<file path="config.mk">
export PLATFORM = sky130hd
export DESIGN_NAME = regfile_dump_flat
export DESIGN_NICKNAME = d
export VERILOG_FILES = /design/src/rtl/regfile_dump_pkg.sv /design/src/rtl/regfile_dump_if.sv /design/src/rtl/regfile_dump.sv /design/src/flat_wrapper.sv
export SDC_FILE = /design/constraint.sdc
export NUM_CORES = 1
export LEC_CHECK = 0
export ABC_AREA = 1
export ABC_CLOCK_PERIOD_IN_PS = 1600
export CORE_MARGIN = 1.5
export CORE_UTILIZATION = 35
export CTS_CLUSTER_SIZE = 20
export DETAILED_ROUTE_END_ITERATION = 16
export GPL_ROUTABILITY_DRIVEN = 1
export PLACE_DENSITY = 0.69
export SYNTH_ARGS = -nofsm -noshare
export SYNTH_HDL_FRONTEND = slang
export SYNTH_SLANG_ARGS = --single-unit
</file>
<file path="constraint.sdc">
create_clock -name clk -period 1.6 [get_ports clk]
set_clock_uncertainty 0.1 [all_clocks]
set_input_delay 0.16 -clock clk [delete_from_list [all_inputs] [get_ports clk]]
set_output_delay 0.16 -clock clk [all_outputs]
set_load 0.005 [all_outputs]
</file>
<file path="src/rtl/regfile_dump_pkg.sv">
// Shared register-file constants, dump FSM state encoding and the dump word payload.
package regfile_dump_pkg;

  localparam int unsigned NUM_REGS   = 32;
  localparam int unsigned REG_ADDR_W = 5;
  localparam int unsigned REG_DATA_W = 32;

  typedef logic [REG_ADDR_W-1:0] reg_addr_t;
  typedef logic [REG_DATA_W-1:0] reg_data_t;

  typedef enum logic [1:0] {
    IDLE = 2'd0,
    READ = 2'd1,
    SEND = 2'd2,
    DONE = 2'd3
  } dump_state_e;

  typedef struct packed {
    reg_addr_t index;
    reg_data_t data;
  } dump_word_t;

  // Register indices wrap modulo NUM_REGS.
  function automatic reg_addr_t next_addr(input reg_addr_t a);
    return a + REG_ADDR_W'(1);
  endfunction

endpackage

</file>
<file path="src/rtl/regfile_dump_if.sv">
// Control, register-file read port and dump stream between the dumper and its environment.
interface regfile_dump_if;
  import regfile_dump_pkg::*;

  logic      start;
  logic      abort;
  reg_addr_t first_reg;
  reg_addr_t last_reg;
  reg_addr_t read_register;
  reg_data_t read_data;
  logic      dump_valid;
  logic      dump_ready;
  reg_addr_t dump_index;
  reg_data_t dump_data;
  logic      busy;
  logic      done;

  modport master (
    input  start, abort, first_reg, last_reg, read_data, dump_ready,
    output read_register, dump_valid, dump_index, dump_data, busy, done
  );

  modport slave (
    output start, abort, first_reg, last_reg, read_data, dump_ready,
    input  read_register, dump_valid, dump_index, dump_data, busy, done
  );

endinterface

</file>
<file path="src/rtl/regfile_dump.sv">
// Walks a register range through one read port and streams (index, data) words
// over a valid/ready handshake.
module regfile_dump
  import regfile_dump_pkg::*;
#(
  parameter bit SKIP_ZERO = 1'b0
) (
  input  logic           clk,
  input  logic           rst,
  regfile_dump_if.master bus
);

  dump_state_e state, state_n;
  reg_addr_t   idx, idx_n;
  reg_addr_t   last_q, last_n;
  dump_word_t  word_q, word_n;
  reg_addr_t   nxt;
  logic        nxt_skip;
  logic        dump_valid_q;
  logic        busy_q;
  logic        done_q;

  // Next state, range latch, capture and index advance; abort overrides everything.
  always_comb begin
    state_n  = state;
    idx_n    = idx;
    last_n   = last_q;
    word_n   = word_q;
    nxt      = next_addr(idx);
    nxt_skip = SKIP_ZERO && (nxt == '0);

    case (state)
      IDLE: begin
        if (bus.start && !bus.abort) begin
          last_n  = bus.last_reg;
          idx_n   = bus.first_reg;
          state_n = READ;
          if (SKIP_ZERO && (bus.first_reg == '0)) begin
            if (bus.last_reg == '0) state_n = DONE;
            else                    idx_n   = REG_ADDR_W'(1);
          end
        end
      end
      READ: begin
        word_n.index = idx;
        word_n.data  = bus.read_data;
        state_n      = SEND;
      end
      SEND: begin
        if (bus.dump_ready) begin
          if (idx == last_q) begin
            state_n = DONE;
          end else if (nxt_skip) begin
            // register 0 is passed over; it may itself be the range end
            if (nxt == last_q) begin
              state_n = DONE;
            end else begin
              idx_n   = REG_ADDR_W'(1);
              state_n = READ;
            end
          end else begin
            idx_n   = nxt;
            state_n = READ;
          end
        end
      end
      DONE:    state_n = IDLE;
      default: state_n = IDLE;
    endcase

    if (bus.abort) state_n = IDLE;
  end

  // State, index and output registers; status flags decode the upcoming state.
  always_ff @(posedge clk or posedge rst) begin
    if (rst) begin
      state        <= IDLE;
      idx          <= '0;
      last_q       <= '0;
      word_q       <= '0;
      dump_valid_q <= 1'b0;
      busy_q       <= 1'b0;
      done_q       <= 1'b0;
    end else begin
      state        <= state_n;
      idx          <= idx_n;
      last_q       <= last_n;
      word_q       <= word_n;
      dump_valid_q <= (state_n == SEND);
      busy_q       <= (state_n == READ) || (state_n == SEND);
      done_q       <= (state_n == DONE);
    end
  end

  assign bus.read_register = idx;
  assign bus.dump_valid    = dump_valid_q;
  assign bus.dump_index    = word_q.index;
  assign bus.dump_data     = word_q.data;
  assign bus.busy          = busy_q;
  assign bus.done          = done_q;

endmodule

</file>
<file path="src/flat_wrapper.sv">
// flat-port wrapper written by rule: the top's interface ports become plain ports
module regfile_dump_flat import regfile_dump_pkg::*;
#(
  parameter bit SKIP_ZERO = 1'b0
)
  (clk, rst, bus_start, bus_abort, bus_first_reg, bus_last_reg, bus_read_data, bus_dump_ready, bus_read_register, bus_dump_valid, bus_dump_index, bus_dump_data, bus_busy, bus_done);
  regfile_dump_if bus_i ();
  input  logic clk;
  input  logic rst;
  input wire logic [$bits(bus_i.start)-1:0] bus_start;
  input wire logic [$bits(bus_i.abort)-1:0] bus_abort;
  input wire logic [$bits(bus_i.first_reg)-1:0] bus_first_reg;
  input wire logic [$bits(bus_i.last_reg)-1:0] bus_last_reg;
  input wire logic [$bits(bus_i.read_data)-1:0] bus_read_data;
  input wire logic [$bits(bus_i.dump_ready)-1:0] bus_dump_ready;
  output wire logic [$bits(bus_i.read_register)-1:0] bus_read_register;
  output wire logic [$bits(bus_i.dump_valid)-1:0] bus_dump_valid;
  output wire logic [$bits(bus_i.dump_index)-1:0] bus_dump_index;
  output wire logic [$bits(bus_i.dump_data)-1:0] bus_dump_data;
  output wire logic [$bits(bus_i.busy)-1:0] bus_busy;
  output wire logic [$bits(bus_i.done)-1:0] bus_done;
  assign bus_i.start = bus_start;
  assign bus_i.abort = bus_abort;
  assign bus_i.first_reg = bus_first_reg;
  assign bus_i.last_reg = bus_last_reg;
  assign bus_i.read_data = bus_read_data;
  assign bus_i.dump_ready = bus_dump_ready;
  assign bus_read_register = bus_i.read_register;
  assign bus_dump_valid = bus_i.dump_valid;
  assign bus_dump_index = bus_i.dump_index;
  assign bus_dump_data = bus_i.dump_data;
  assign bus_busy = bus_i.busy;
  assign bus_done = bus_i.done;
  regfile_dump #(.SKIP_ZERO(SKIP_ZERO)) u_core (.clk(clk), .rst(rst), .bus(bus_i));
endmodule
</file>
# Word-level counts from Yosys, hierarchy flattened
# Cells that the tools add are included.
# totals
reg_bits,52
in_bits,47
output_inout_bits,45
wordCells,35
# classes
n_addsub,1
eq_ne,10
n_mux,9
reduce_logical,7
# op_table
operator,n
2-to-1 mux 5 bit,3
one-hot mux 5 bit (2 select lines),1
== test 2 bit (second input constant),4
2-to-1 mux 2 bit,4
one-hot mux 2 bit (4 select lines),1
adder 5 x 1 -> 5 bit (second input constant),1
== test 5 bit,1
== test 2 x 1 -> 1 bit (second input constant),2
!= test 2 bit (second input constant),2
AND reduction 4 bit,1
zero test 2 bit,1
!= test 2 x 1 -> 1 bit (second input constant),1
AND reduction 2 bit,1
nonzero test 2 bit,1
logical AND 1 bit,1
zero test 1 bit,1
logical OR 1 bit,1

# Longest topological paths before layout
# depth
depth_word,7
mapped_depth,9

# Worst setup path after synthesis
# Ideal clock, no wire load.
# synth_path
path_type,reg2reg
from,register u_core.idx[2] (netlist: u_core.bus.read_register[2])
to,register u_core.busy_q (netlist: u_core.bus.busy)
setup_time_ps,63
arrival_time_ps,1384
path_slack_ps,53
path_stages_with_launch,9
period_less_slack_ps,1547
cell_sequence,dfrtp_1 > buf_4 > nand2_1 > nand2_1 > nor2_1 > nand3_2 > a21oi_1 > ha_1 > inv_1
# synth_via
elab_chain_len,7
elab_cells_between_ends,8
# synth_rtl
item,line_no,rtl
from (decl),regfile_dump.sv:14,"reg_addr_t idx, idx_n;"
from (signal assigned),regfile_dump.sv:86,idx <= idx_n;
== test 5 bit (*),regfile_dump.sv:51,if (idx == last_q) begin
2-to-1 mux 2 bit (*),regfile_dump.sv:51,
2-to-1 mux 2 bit (*),regfile_dump.sv:50,if (bus.dump_ready) begin
one-hot mux 2 bit (4 select lines) (*),regfile_dump.sv:32,case (state)
2-to-1 mux 2 bit (*),regfile_dump.sv:71,if (bus.abort) state_n = IDLE;
named net u_core.state_n[1],regfile_dump.sv:13,"dump_state_e state, state_n;"
== test 2 x 1 -> 1 bit / == test 2 bit (equally long branches),regfile_dump.sv:90,busy_q <= (state_n == READ) || (state_n == SEND);
logical OR 1 bit (*),regfile_dump.sv:90,
to (signal assigned),regfile_dump.sv:90,
to (decl),regfile_dump.sv:20,logic busy_q;
# The timed path passes the listed nets; every way through them passes the cells marked *.
# A chain may end at the register's enable or synchronous reset.

# Final worst setup path
# layout_path
from,register u_core.idx[4] (netlist: u_core.bus.read_register[4])
to,output port bus_read_register[4]
# layout_rtl
item,line_no,rtl
to (decl),flat_wrapper.sv:16,output wire logic [$bits(bus_i.read_register)-1:0] bus_read_register;
# No word-level cell between the ends.

==> results summary <==
The flow ran to the end, and the final reports show no timing, DRC or antenna violations. The register clock-pin slew on the reported worst setup and hold paths is roughly 0.09 ns. After filler insertion, the fill cell instance count of the layout stands at approximately 580. The post-detailed-placement half-perimeter wirelength is 3774 um. The routability congestion estimate is 0.8480. The CTS tree is done.

The synthesized netlist net count came out at 244. Entering global routing, the biggest net connects 53 pins. The synthesized area came out at approximately 0.0023 mm^2.

The transition time of the tightest slew-check pin is approximately 0.26 ns. The detail-routed net length per standard cell is roughly 13 um. During synthesis, Yosys emitted a total of 0 warnings. The largest total area in the synthesized netlist belongs to sky130_fd_sc_hd__dfrtp_1. Setup repair after global routing left no endpoint under its margin.

The leakage dissipation came out at about 1.7 nW. The DRC violation total after the first TritonRoute iteration came out at 41. The share of post-route cells with drive strength above 1 is 22.19%.

The global route total overflow came out at 0. The count of buffers added on input and output ports is between 90 and 100. STA classifies the critical path startpoint as a register.

The max-slew violation total from the final report came to 0. The remaining number of nets flagged by the antenna check after routing is 0. The slowest stage of the critical path belongs to the cell sky130_fd_sc_hd__clkdlybuf4s50_1.

The multi-input combinational cells in the finished layout cover a total of 914.6 um^2. For the worst setup path, the data required time is ~1.3 ns. The largest driver fanout on the critical path came out at 5. The post-synthesis cell count came out at 194. In this run the vertical extent of the chip is around 84 um.

Summed over all failing endpoints, the final setup total negative slack is 0 ns. The capturing element type of the critical path is an output port. After synthesis, the cell types taking the most area are sky130_fd_sc_hd__dfrtp_1 56%, sky130_fd_sc_hd__mux2_4 19%, sky130_fd_sc_hd__nand2_1 6.5%. The worst voltage drop across the vdd grid is around 0.6 mV. The most frequent standard cell in the layout excluding fill and tap cells is sky130_fd_sc_hd__clkdlybuf4s50_1. The count of unresolved DRC violations after routing came out at 0. The number of antenna violations at the first check in global routing came out at 0. The clock reaches the later pin of the worst-skew pair after 0.29 ns.

The post-route clock period utilization came out at between 90% and 100%. The boundary pin count is between 90 and 100. The mean instance size in the synthesized netlist is between 10 and 15 um^2. For this configuration, the core starts out at a cell density of a little over a third. The sum of internal, switching and leakage power came out at between 4 and 5 mW. The clock period could shrink to ~1.5 ns. The detailed-router iteration count before antenna repair came out at 5.

The number of buffers between clock root and the deepest sink is 2. The number of antenna cells inserted is 0. The count of final setup violators is 0.

Counting both buffers and inverters, the worst setup path holds a total of 1. Among cell families on the critical path, the largest total delay comes from buffers and inverters. The critical path is of the reg2out type. The post-synthesis sequential element count is 52. The worst relative slew slack came out at between 80% and 90%. The CTS buffer count is 5. In the final layout, flip-flops and latches occupy between 0.001 and 0.0015 mm^2. For this design the ratio of total power to cell area is about 1200 mW/mm^2. The die covers 0.007117 mm^2. Counting distinct cell types in the post-synthesis netlist gives 22. The data arrival time at the worst-slack endpoint came out at 1.26 ns. The via count normalized by instance count came out at around 4.6. The worst hold path belongs to the class in2async. Walking the worst path, the cells encountered are clkdlybuf4s50_1. The final layout contains routed wiring with a total length of 5067 um. In this run, post-CTS hold repair placed 0 buffers. The routed layout has 1736 vias. The reported max-cap violation count came out at 0. The wire length of the first global-routing pass came out at between 8000 and 9000 um. The cell chosen for the clock root is sky130_fd_sc_hd__clkbuf_8.

The sink count of the clock tree came out at 52. The number of hold violations in the final report came out at 0. The number of H-tree branching levels is 2. The delay of the slowest cell on the worst path came out at roughly 0.54 ns. In this run the biggest area consumer among cell types represents a little under three fifths of the synthesized area.

Row generation in the floorplan step produced 29 rows. The overall die width came out at between 80 and 90 um. The sequential share of the synthesized area is between 50% and 60%. The number of nets in the layout is between 300 and 400. The number of global-route vias before repair was 1769. From synthesis to final layout, the design area changed by 52.70%.

The upper clock frequency limit came out at between 0.6 and 0.7 GHz. The library cells used most frequently in the layout, excluding fill and tap cells, are 88 x sky130_fd_sc_hd__clkdlybuf4s50_1, 52 x sky130_fd_sc_hd__dfrtp_1, 40 x sky130_fd_sc_hd__nand2_1. The overall global routing resource usage is 14.90%. The total area inside the core boundary comes to approximately 0.0064 mm^2.
-- worst register-to-register path, stage by stage (launching register included) --
cell,delay [ns]
sky130_fd_sc_hd__dfrtp_1,0.46
sky130_fd_sc_hd__nor2_4,0.19
sky130_fd_sc_hd__nand2_2,0.07
sky130_fd_sc_hd__nor2_2,0.09
sky130_fd_sc_hd__nand3_2,0.10
sky130_fd_sc_hd__a21oi_2,0.15
sky130_fd_sc_hd__ha_1,0.24
sky130_fd_sc_hd__inv_1,0.05
-- power by group --
| part | total, mW | switching, mW | internal [mW] | leakage [nW] |
|---|---|---|---|---|
| Clock | 0.757 | 0.405 | 0.352 | 0.0445 |
| Combinational | 1.76 | 0.559 | 1.20 | 1.06 |
| Sequential | 1.89 | 0.210 | 1.68 | 0.621 |
-- Yosys cell counts (all sizes together) --
| master | instances |
|---|---|
| o21ai | 9 |
| clkbuf | 1 |
| buf | 5 |
| nand4 | 2 |
| xnor2 | 1 |
| dfrtp | 52 |
| inv | 16 |
| mux2 | 32 |
| a21oi | 6 |
| ha | 3 |
| nand2 | 43 |
| nand3 | 11 |
| nor2 | 13 |
-- cell families after synthesis --
group	count (synthesis)	synth area share, %
and+or+nand+nor	69	12.96
DFF	52	56.16
muxes	32	20.41
buffers and inverters	22	4.751
AOI/OAI and AO/OA	15	3.726
adders and majority gates	3	1.620
xor gates and xnor gates	1	0.3780
-- routing by layer --
layer / GRT usage [%] / wire length (um)
met1: 19.22 / 2186
met2: 25.53 / 2557
met3: 4.130 / 304
met4: 2.639 / 19
met5: 0 / 0
-- final timing paths --
path                       slack [ns]                         from  cells after the start                  endpoint
max in group asynchronous        1.03                          rst                      3  u_core.bus.dump_data[20]
setup / recovery                 0.08  u_core.bus.read_register[4]                      1      bus_read_register[4]
hold / removal                   0.12                          rst                      3   u_core.bus.dump_data[6]
hold reg to reg                  0.40     u_core.bus.dump_index[2]                      2  u_core.bus.dump_index[2]
min in group clk                 0.33              bus_last_reg[3]                      3          u_core.last_q[3]
setup reg to reg                 0.10              u_core.state[0]                      7           u_core.bus.busy
-- final cells by class --
type,count,share of cell area [%]
Sequential cell,52,36.78
Timing Repair Buffer,106,30.30
Tap cell,77,2.723
Clock inverter,1,0.2122
Multi-Input combinational cell,120,25.85
Inverter,16,1.697
Clock buffer,7,2.440
-- state kept, by name (all words and copies together), names as in the netlist --
name                      count
u_core.bus.busy               1
u_core.bus.dump_index         5
u_core.bus.dump_data         32
u_core.bus.read_register      5
u_core.state                  2
u_core.bus.dump_valid         1
u_core.bus.done               1
u_core.last_q                 5
-- what timing repair did --
item | CTS | global route
pin swaps | 0 | 0
gates resized for setup | 1 | 7
setup buffers | 2 | 2
setup endpoints to repair | 2 | 4
-- metrics by stage --
stage	cell area (um^2)	setup WS [ns]	hold WS, ns	instances	util, %
after global routing	3538	0.001639	0.1441	379	55.41
after floorplan	2317	0.05287	0.2085	194	-
after CTS	3502	0.01224	0.1319	377	54.84
after detailed placement	3395	0.05389	0.3755	367	53.15
after global placement	3395	0.09496	0.3660	367	53.15
final	3538	0.08289	0.1195	379	55.41
Power figures use the tool's default switching activity.
